[config.mk]
export PLATFORM = sky130hd
export DESIGN_NAME = mux_rr_nx1
export DESIGN_NICKNAME = d
export VERILOG_FILES = /design/src/rtl/mux_rr_nx1.sv
export SDC_FILE = /design/constraint.sdc
export NUM_CORES = 1
export LEC_CHECK = 0
export ABC_AREA = 1
export ABC_CLOCK_PERIOD_IN_PS = 4500
export CORE_ASPECT_RATIO = 1.5
export CORE_MARGIN = 5
export CORE_UTILIZATION = 29
export CTS_CLUSTER_SIZE = 14
export DETAILED_ROUTE_END_ITERATION = 8
export GPL_TIMING_DRIVEN = 0
export MAX_ROUTING_LAYER = met4
export SKIP_CTS_REPAIR_TIMING = 1
export SLEW_MARGIN = 20
export SYNTH_ARGS = -nofsm -noshare
export SYNTH_HDL_FRONTEND = slang
export SYNTH_SLANG_ARGS = --single-unit
[constraint.sdc]
create_clock -name clk -period 4.5 [get_ports clk]
set_input_delay 0.9 -clock clk [delete_from_list [all_inputs] [get_ports clk]]
set_output_delay 0.9 -clock clk [all_outputs]
set_load 0.05 [all_outputs]
[src/rtl/mux_rr_nx1.sv]
`default_nettype none
// ============================================================================
// Module      : mux_rr_nx1
// Description : Registered N:1 valid/ready stream mux with an internal
//               round-robin arbiter. Define ARB_LOCK_EN to add packet
//               locking (in_last/out_last) so multi-beat bursts stay atomic.
// Revision    : 1.0 - initial release
// ============================================================================
module mux_rr_nx1 #(
    parameter int   WIDTH    = 32,
    parameter int   CHANNELS = 4,
    localparam int  SEL_W    = (CHANNELS > 2) ? $clog2(CHANNELS) : 1
) (
    input  logic                      clk,
    input  logic                      rst_n,
    input  logic [CHANNELS-1:0]       in_valid,
    input  logic [CHANNELS*WIDTH-1:0] in_data,
`ifdef ARB_LOCK_EN
    input  logic [CHANNELS-1:0]       in_last,
`endif
    output logic [CHANNELS-1:0]       in_ready,
    output logic                      out_valid,
    output logic [WIDTH-1:0]          out_data,
    output logic [SEL_W-1:0]          out_sel,
`ifdef ARB_LOCK_EN
    output logic                      out_last,
`endif
    input  logic                      out_ready
);

    localparam logic [SEL_W-1:0] c_LAST_CH = SEL_W'(CHANNELS - 1);

    logic                 r_out_valid;
    logic [WIDTH-1:0]     r_out_data;
    logic [SEL_W-1:0]     r_out_sel;
    logic [SEL_W-1:0]     r_ptr;

    logic                 w_load;
    logic [CHANNELS-1:0]  w_req;
    logic                 w_found;
    logic [SEL_W-1:0]     w_gnt;
    logic                 w_fire;
    logic                 w_adv;
    logic [SEL_W-1:0]     w_ptr_nxt;
    int                   w_idx;

    assign w_load = ~r_out_valid | out_ready;

`ifdef ARB_LOCK_EN
    logic                 r_lock;
    logic [SEL_W-1:0]     r_lock_ch;
    logic                 r_out_last;

    // A locked channel owns the output even while it is idle.
    assign w_req = r_lock ? (in_valid & (CHANNELS'(1) << r_lock_ch)) : in_valid;
    assign w_adv = w_fire & in_last[w_gnt];
`else
    assign w_req = in_valid;
    assign w_adv = w_fire;
`endif

    // First requester at or above ptr, wrapping modulo CHANNELS.
    always_comb begin
        w_found = 1'b0;
        w_gnt   = '0;
        w_idx   = 0;
        for (int k = 0; k < CHANNELS; k++) begin
            w_idx = int'(r_ptr) + k;
            if (w_idx >= CHANNELS) begin
                w_idx = w_idx - CHANNELS;
            end
            if (!w_found && w_req[w_idx]) begin
                w_found = 1'b1;
                w_gnt   = SEL_W'(w_idx);
            end
        end
    end

    assign w_fire    = rst_n & w_load & w_found;
    assign in_ready  = w_fire ? (CHANNELS'(1) << w_gnt) : '0;
    assign w_ptr_nxt = (w_gnt == c_LAST_CH) ? '0 : w_gnt + SEL_W'(1);

    always_ff @(posedge clk or negedge rst_n) begin
        if (!rst_n) begin
            r_out_valid <= 1'b0;
            r_out_data  <= '0;
            r_out_sel   <= '0;
            r_ptr       <= '0;
        end else if (w_load) begin
            r_out_valid <= w_found;
            if (w_found) begin
                r_out_data <= in_data[w_gnt*WIDTH +: WIDTH];
                r_out_sel  <= w_gnt;
            end
            if (w_adv) begin
                r_ptr <= w_ptr_nxt;
            end
        end
    end

`ifdef ARB_LOCK_EN
    always_ff @(posedge clk or negedge rst_n) begin
        if (!rst_n) begin
            r_lock     <= 1'b0;
            r_lock_ch  <= '0;
            r_out_last <= 1'b0;
        end else if (w_fire) begin
            r_lock     <= ~in_last[w_gnt];
            r_lock_ch  <= w_gnt;
            r_out_last <= in_last[w_gnt];
        end
    end

    assign out_last = r_out_last;
`endif

    assign out_valid = r_out_valid;
    assign out_data  = r_out_data;
    assign out_sel   = r_out_sel;

endmodule
`default_nettype wire

* Word level (Yosys, flattened, before mapping)
Index checks and enable logic that the tools add are counted.
** Word-level totals
- Flip-flop bits (word level) :: 37
- RAM bits :: 0
- Memory bits (read-only) :: 0
- Output and inout port bits :: 39
- Memories :: 0
- Bits in latches :: 0
** Operators by class
- Muxes and demuxes :: 26
- $lt $le $gt $ge :: 8
- Bitwise gates (word level) :: 4
- Shift operators :: 2
- Multipliers :: 0
- Divide/modulo/power cells :: 0
- Reduce and logical (&&, ||, !) cells :: 8
- Equality and inequality tests :: 1
- $add $sub $neg :: 8
** Operators with widths (count)
- $lt 32x4->1 const B :: 4
- $mux 32 :: 4
- $shiftx 128x8->32 :: 1
- $mux 1 :: 12
- $sub 3x3->4 const B :: 3
- $mux 2 :: 5
- $ge 3x3->1 const B :: 3
- $bmux 1 s2 :: 4
- $add 2x2->3 const B :: 2
- $mux 4 :: 1
- $reduce_and 2->1 :: 2
- $shl 1x2->4 const A :: 1
- $sub 2x3->4 const B :: 1
- $add 2x1->3 const B :: 1
- $ge 2x3->1 const B :: 1
- $logic_and 1x1->1 :: 3
- $logic_not 1->1 :: 3
- $add 2x1->2 const B :: 1
- $and 1x1->1 :: 2
- $eq 2x2->1 const B :: 1
- $not 1->1 :: 1
- $or 1x1->1 :: 1

* Longest topological paths before layout
Gate-level depths: netlist of run 1.
- Word-level depth :: 17
- Mapped depth :: 18
- Mapped depth without buffers :: 15

* Least setup slack after synthesis of run 1
OpenSTA, ideal clock, no wires.
- Path kind :: input port to output port
- Start :: in in_valid[3]
- End :: out in_ready[3]
- Data arrival time :: 2.850 ns
- Path slack :: 0.750 ns
- Data required time :: 3.600 ns
- Stages :: 12
- Cells stage by stage :: inv_1 > nand2_1 > nand3_1 > nand2_2 > inv_2 > nand2_1 > o21ai_1 > inv_1 > nand2_2 > inv_2 > buf_2 > nor3_1
** On the way
- Longest elaborated chain between the ends :: 15
- Elaborated cells between the ends (all ways) :: 29
- Classes of those cells :: shift: 1; mux: 21; bitwise: 1; reduce/logical: 6
** RTL lines
- from (decl) :: RTL line 16 : input logic [CHANNELS-1:0] in_valid,
- $bmux 1 s2 :: RTL line 72 : if (!w_found && w_req[w_idx]) begin
- $mux 1 (not written as such) (2 in series) :: RTL line 72
- $mux 1 :: RTL line 72
- $logic_not 1->1 :: RTL line 72
- $logic_and 1x1->1 :: RTL line 72
- $mux 1 :: RTL line 72
- $logic_not 1->1 :: RTL line 72
- $logic_and 1x1->1 :: RTL line 72
- $mux 1 :: RTL line 72
- $logic_not 1->1 :: RTL line 72
- $logic_and 1x1->1 :: RTL line 72
- $mux 2 or $mux 1 (tied branches) :: RTL line 72
- $shl 1x2->4 or $and 1x1->1 (tied branches) :: RTL line 80, 79
- $mux 4 (*) :: RTL line 80 : assign in_ready = w_fire ? (CHANNELS'(1) << w_gnt) : '0;
- to (decl) :: RTL line 21 : output logic [CHANNELS-1:0] in_ready,
Mark *: on every way between the ends. The rest lies on a longest branch, timed or not. The select of a mux whose other input is x is not followed.

* Worst setup path in the final report of run 1
- Start :: in in_valid[1]
- End :: out in_ready[3]
Same word-level chain as after synthesis.

==> impl_metrics.toml, run 1 <==
[drt]
wl_met1_mm = 5.057
wl_met3_um = 557
drt_pass1_iterations = 5
wl_per_cell_um = 14.77
highest_layer = "met4"
wl_mm = 12.88
wl_met2_mm = 7.074
ant_nets = 0
vias = 4094
drtIter0Drc = 140
viasPerCell = 4.695
drcViolationCount = 0

[setup_path]
crit_chain = "clkdlybuf4s50_1 -> inv_1 -> nand2_1 -> nand3_1 -> nand2_2 -> inv_2 -> nand2_1 -> o21ai_1 -> inv_1 -> nand2_2 -> inv_2 -> buf_2 -> nor3_1 -> dlymetal6s2s_1"
cp_top_family = "buffers and inverters"
critPathCaptureType = "output port"
reg2reg_from = "r_ptr[0]$_DFFE_PN0P_"
r2r_end = "out_data[4]$_DFFE_PN0P_"
worstSetupPathType = "input pin to output port"
ff2ff_path_depth = 16
crit_required_ns = 3.60
startpoint = "in_valid[1]"
cp_max_fo = 10
critPathBufInv = 7
cpPeakStageDelay_ns = 0.45
crit_arrival_ns = 3.13
reg2reg_slack_ns = 2.40
critPathSlowestCell = "dlymetal6s2s_1"
start_kind = "input pin"

[sta]
max_freq_mhz = 247.9
hold_violations = 0
setup_ws_ns = 0.4654
worst_pin_slew_ns = 0.5754
relSlewSlack = 0.6164
rsz0062_at_grt = "no"
clock_skew_ns = 0.002983
slew_viol_final = 0
setup_viol = 0
period_share = 0.8966
period_needed_ns = 4.035

[floorplanning]
start_util = 0.2936
die_width_um = 95.93
pin_count = 174
core_sq_um = 10940
die_y_um = 138.9
dieArea_sq_um = 13320
num_rows = 47

[power]
p_seq_frac = 0.123
ir_drop_uv = 474.4
switchingPower_uw = 2821
powerDensity_nw_per_um2 = 932.3
swShare = 0.5707
p_int_uw = 2123
power_uw = 4944
p_leak_uw = 0.002816
p_clk_frac = 0.070
power_frac_comb = 0.807

[grt]
grt_pass1_vias = 4155
grt_max_degree = 22
grt_overflow = 0
grt_usage = 0.1998
grt_pass1_wl_mm = 20.51
antenna_found_initial = 0

[yosys]
synthSimpleGateAreaFrac = 0.5828
yosysTopAreaCellShare = 0.4231
syn_nets = 679
ys_top_cells_by_area = "nand2_1 (42%), dfrtp_1 (29%), nand4_1 (13%), buf_6 (6.0%), buf_2 (3.4%)"
seq_area_frac_synth = 0.2883
synth_xor_area_frac = 0
ys_types = 20
synthMuxAreaShare = 0
synth_fa_ha_area_frac = 0
yosysTopAreaCell = "nand2_1"
synth-compound-area-share = 0.01013
netlist_area_sq_um = 3212
syn_inst = 544
synth_top_family_by_area = "simple AND/OR/NAND/NOR gates"
avgSynthCellArea_sq_um = 5.904
synth.yosys.warnings = 0
synth_seq_cells = 37

[final_layout]
drive_above_1_share = 0.08276
synthToLayoutAreaGrowth_pct = 65.10
nets = 860
num_antenna_cells = 0

[placement]
pre_cts_slack_ns = 0.05523
io_buffers = 173
dp_hpwl_mm = 10.46
globalplace.congestion = 0.8331

[cts]
clock_sinks = 37
clockBufferDepth = 2
clockRootBuffer = "clkbuf_16"
clkTransAtPathRegs_ns = 0.06
numCtsBuffers = 5
cts_tree = "done"
cts_max_level = 2
clock_latency_ns = 0.28

[worst_hold_path]
hold_path_class = "flop to flop"
hold_path_depth = 2
hold_end = "out_data[20]$_DFFE_PN0P_"
worstHoldStart = "out_data[20]$_DFFE_PN0P_"

[outcome]
status = "complete, no violations"

[job]
maxCapViolations = 0
power by group through the flow:
stage / clock, uW / sequential, uW / combinational, uW
6_report: 346 / 607 / 3990
5_1_grt: 367 / 627 / 4480
4_1_cts: 357 / 607 / 4040
3_5_place_dp: 0 / 608 / 4030
3_3_place_gp: 0 / 607 / 3990
2_1_floorplan: 0 / 1110 / 2380
per-layer routing:
metal / global-route usage / vias up
met4: 0.04198 / 0
met5: - / -
li1: - / 2095
met2: 0.3614 / 104
met1: 0.2286 / 1883
met3: 0.02823 / 12
state kept, by name, indices dropped and copies added, names as in the netlist:
signal and flops:
r_ptr 2, out_data 32, out_valid 1, out_sel 2
placed cells by master, fill, tap and decap left out:
| cell | netlist | final |
|---|---|---|
| buf_1 | 2 | 2 |
| buf_16 | 0 | 1 |
| buf_2 | 22 | 23 |
| buf_4 | 1 | 1 |
| buf_6 | 17 | 17 |
| clkbuf_1 | 0 | 1 |
| clkbuf_16 | 0 | 5 |
| clkbuf_8 | 0 | 1 |
| clkdlybuf4s50_1 | 0 | 168 |
| dfrtp_1 | 37 | 37 |
| dlymetal6s2s_1 | 0 | 4 |
| inv_1 | 12 | 12 |
| inv_2 | 3 | 3 |
| inv_6 | 1 | 1 |
| nand2_1 | 362 | 362 |
| nand2_2 | 4 | 4 |
| nand3_1 | 5 | 5 |
| nand3_2 | 2 | 2 |
| nand3_4 | 1 | 1 |
| nand4_1 | 65 | 65 |
| nor2_1 | 2 | 2 |
| nor2_2 | 1 | 1 |
| nor3_1 | 1 | 1 |
| o211ai_1 | 1 | 1 |
| o21ai_0 | 3 | 3 |
| o21ai_1 | 2 | 2 |
worst register-to-register path, delay by kind of cell, from the launching register on:
kind	cells	cell delay (ns)
buf+inv	6	0.75
compound gates	1	0.11
flops	1	0.37
simple gates	9	0.77
through the flow:
step / TNS [ns] / cell area (sq um) / hold slack, ns / instances / util
2_1_floorplan: 0 / 3212 / 0.6044 / 544 / -
3_3_place_gp: -2.162 / 5127 / 0.4617 / 864 / 0.4688
3_5_place_dp: 0 / 5150 / 0.4644 / 865 / 0.4708
4_1_cts: 0 / 5293 / 0.4805 / 872 / 0.4839
5_1_grt: 0 / 5303 / 0.4980 / 872 / 0.4848
6_report: 0 / 5303 / 0.4758 / 872 / 0.4848
worst max-delay path by stage:
stage,depth (start not counted),to,slack [ns]
finish,14,in_ready[3],0.47
global route,14,in_ready[3],0.26
CTS,14,in_ready[3],0.04
detailed placement,14,in_ready[3],0.06
global placement,6,in_ready[0],-0.59
floorplan,12,in_ready[3],0.75
Yosys cell counts:
cell        n
buf_2      22
nor2_2      1
dfrtp_1    37
nand2_1   362
nor3_1      1
nand3_2     2
inv_2       3
o21ai_1     2
buf_4       1
nand2_2     4
inv_1      12
nand4_1    65
buf_1       2
o21ai_0     3
inv_6       1
buf_6      17
o211ai_1    1
nand3_1     5
nand3_4     1
nor2_1      2
cells by family after synthesis:
group / count (synthesis)
buffers and inverters: 58
flip-flops: 37
AND/OR/NAND/NOR: 443
AO/OA/AOI/OAI: 6
area by class of cell:
class / instances / area (sq um)
Tap cell: 147 / 183.9
Multi-Input combinational cell: 449 / 1904
Fill cell: 1151 / 5635
Timing Repair Buffer: 174 / 1764
Buffer: 42 / 316.6
Clock buffer: 7 / 142.6
Sequential cell: 37 / 925.9
Inverter: 16 / 65.06
(Power assumes the default switching activity.)
==> run 2: changes to the inputs <==
Settings changed: TNS_END_PERCENT set to 30.
==> results of run 2 <==
No change in the layout: final DEF, timing and power equal those of run 1.
==> run 3: changes to the inputs <==
Settings changed: ABC_AREA 1 to 0, CTS_BUF_LIST set to sky130_fd_sc_hd__clkbuf_16, PLACE_DENSITY set to 0.68.
==> run 3 against run 2 <==
  * Synthesized cell count down 43%
  * Sequential power down 23%
  * Sequential cell count unchanged
  * Clock skew about the same
  * First-iteration DRC count up 15%
  * Via count down 20%
  * Register-to-register slack better by 0.15 ns
  * Hold slack better by 0.010 ns
  * Worst setup slack worse by 0.30 ns
  * Die area down 18%
==> impl_metrics.toml, run 3 <==
[drt]
wl_per_cell_um = 19.55
viasPerCell = 5.478
drcViolationCount = 0
drt_pass1_iterations = 5
vias = 3276
drtIter0Drc = 161
ant_nets = 0
wl_mm = 11.69

[floorplanning]
pin_count = 174
die_width_um = 86.81
die_y_um = 125.2
num_rows = 42
core_sq_um = 8723
start_util = 0.2942
dieArea_sq_um = 10870

[worst_hold_path]
worstHoldStart = "out_sel[1]$_DFFE_PN0P_"
hold_path_class = "flop to flop"
hold_end = "out_sel[1]$_DFFE_PN0P_"
hold_path_depth = 2

[setup_path]
critPathSlowestCell = "clkdlybuf4s50_1"
critPathCaptureType = "output port"
start_kind = "input pin"
ff2ff_path_depth = 5
cpPeakStageDelay_ns = 0.82
crit_chain = "clkdlybuf4s50_1 -> buf_2 -> o21ai_0 -> o211a_1 -> buf_2 -> buf_2 -> nor2b_1 -> clkdlybuf4s50_1"
cpMostUsedCell = "buf_2"
reg2reg_from = "r_ptr[0]$_DFFE_PN0P_"
crit_arrival_ns = 3.44
r2r_end = "out_data[12]$_DFFE_PN0P_"
crit_required_ns = 3.60
reg2reg_slack_ns = 2.55
worstSetupPathType = "input pin to output port"
cp_max_fo = 10

[sta]
slew_viol_final = 0
worst_pin_slew_ns = 0.5993
period_needed_ns = 4.336
clock_skew_ns = 0.003016
hold_violations = 0
period_share = 0.9636
setup_viol = 0
relSlewSlack = 0.5974
rsz0062_at_grt = "no"
setup_ws_ns = 0.1637
max_freq_mhz = 230.6
hold_slack_ns = 0.4858

[placement]
post_dp_cell_area_sq_um = 4448
pre_cts_slack_ns = 0.1531
io_buffers = 172
dp_hpwl_mm = 8.884
globalplace.congestion = 0.8181

[final_layout]
drive_above_1_share = 0.09426
final_common_cell = "clkdlybuf4s50_1"
num_antenna_cells = 0
nets = 623
mostFrequentLayoutCells = "clkdlybuf4s50_1 (171), a31oi_1 (64), dfrtp_1 (37)"
largest_reg_flops = 32
fin_area_sq_um = 4584
synthToLayoutAreaGrowth_pct = 78.64

[yosys]
syn_inst = 308
synth_seq_cells = 37
avgSynthCellArea_sq_um = 8.332
ys_top_cells_by_area = "dfrtp_1 (36%), a31oi_1 (16%), a22oi_1 (9.4%), and3_1 (7.8%), o21ai_0 (6.8%)"
seq_area_frac_synth = 0.3608
syn_nets = 443
synth_flop_cell = "dfrtp_1"
synth_edf_count = 0
netlist_area_sq_um = 2566
ys_types = 32
yosysMostFrequentCell = "a31oi_1"
async_flop_share = 1.000
synth.yosys.warnings = 0
yosysTopAreaCellShare = 0.3608
yosysTopAreaCell = "dfrtp_1"
ys_top_cells_by_count = "a31oi_1 (64), dfrtp_1 (37), o21ai_0 (35)"

[cts]
clock_latency_ns = 0.28
numCtsBuffers = 5
cts_max_level = 2
clockBufferDepth = 2
clock_sinks = 37
cts_tree = "done"
clkTransAtPathRegs_ns = 0.05
clockRootBuffer = "clkbuf_16"

[outcome]
status = "complete, no violations"

[power]
p_leak_uw = 0.001805
powerDensity_nw_per_um2 = 384.4
ir_drop_uv = 220.5

[grt]
grt_max_degree = 22
grt_overflow = 0
grt_usage = 0.2151
grt_pass1_wl_mm = 17.91
antenna_found_initial = 0
grt_pass1_vias = 3387

[job]
maxCapViolations = 0
-- run 3: changes by cell type in the layout (fill, tap and decap cells not counted), sizes merged, moves of 19 or more --
cell   previous run  this run
a22oi             0        32
a31oi             0        64
and3              0        32
buf              44        25
nand2           366         7
nand4            65         0
nor2              3        34
o21ai             5        36
-- run 3: layer usage --
| layer | up-vias | GRT usage | part of all wire |
|---|---|---|---|
| met3 | 19 | 0.02962 | 0.057 |
| met5 | - | - | 0 |
| li1 | 1541 | - | - |
| met2 | 146 | 0.3830 | 0.54 |
| met1 | 1570 | 0.2414 | 0.38 |
| met4 | 0 | 0.07064 | 0.027 |
-- run 3: report_power, final --
group	switching, uW	leakage (uW)	internal (uW)
Combinational	588	0.00131	377
Clock	134	0.0000685	198
Sequential	52.1	0.000424	413
-- run 3: final cells by class --
class	count	area, sq um
Clock inverter	2	7.507
Fill cell	880	4139
Multi-Input combinational cell	235	1430
Clock buffer	5	125.1
Sequential cell	37	925.9
Timing Repair Buffer	173	1744
Tap cell	110	137.6
Buffer	36	214.0
-- run 3: through the flow --
stage          cells  total power (uW)    util  TNS [ns]
5_1_grt          598              1851  0.5255         0
3_5_place_dp     591              1436  0.5099         0
4_1_cts          598              1769  0.5251         0
3_3_place_gp     590              1420  0.5073    -2.823
6_report         598              1762  0.5255         0
2_1_floorplan    308              1036       -         0
-- run 3: critical path, delay by kind of cell --
| family | cells | cell delay, ns |
|---|---|---|
| buffers and inverters | 5 | 1.97 |
| AOI/OAI and AO/OA | 2 | 0.40 |
| and+or+nand+nor | 1 | 0.16 |
-- run 3: cells by family after synthesis --
logic type      share of synthesized area
compound gates                     0.3647
flops                              0.3608
simple gates                       0.1911
buf+inv                           0.08338
-- run 3: worst max-delay path by stage --
stage	startpoint	to	slack (ns)	cells after the start
floorplan	in_valid[3]	in_ready[1]	1.21	6
global placement	rst_n	in_ready[1]	-0.76	4
detailed placement	in_valid[3]	in_ready[1]	0.15	8
CTS	in_valid[3]	in_ready[1]	0.15	8
global route	in_valid[3]	in_ready[1]	0.03	8
finish	in_valid[3]	in_ready[1]	0.16	8
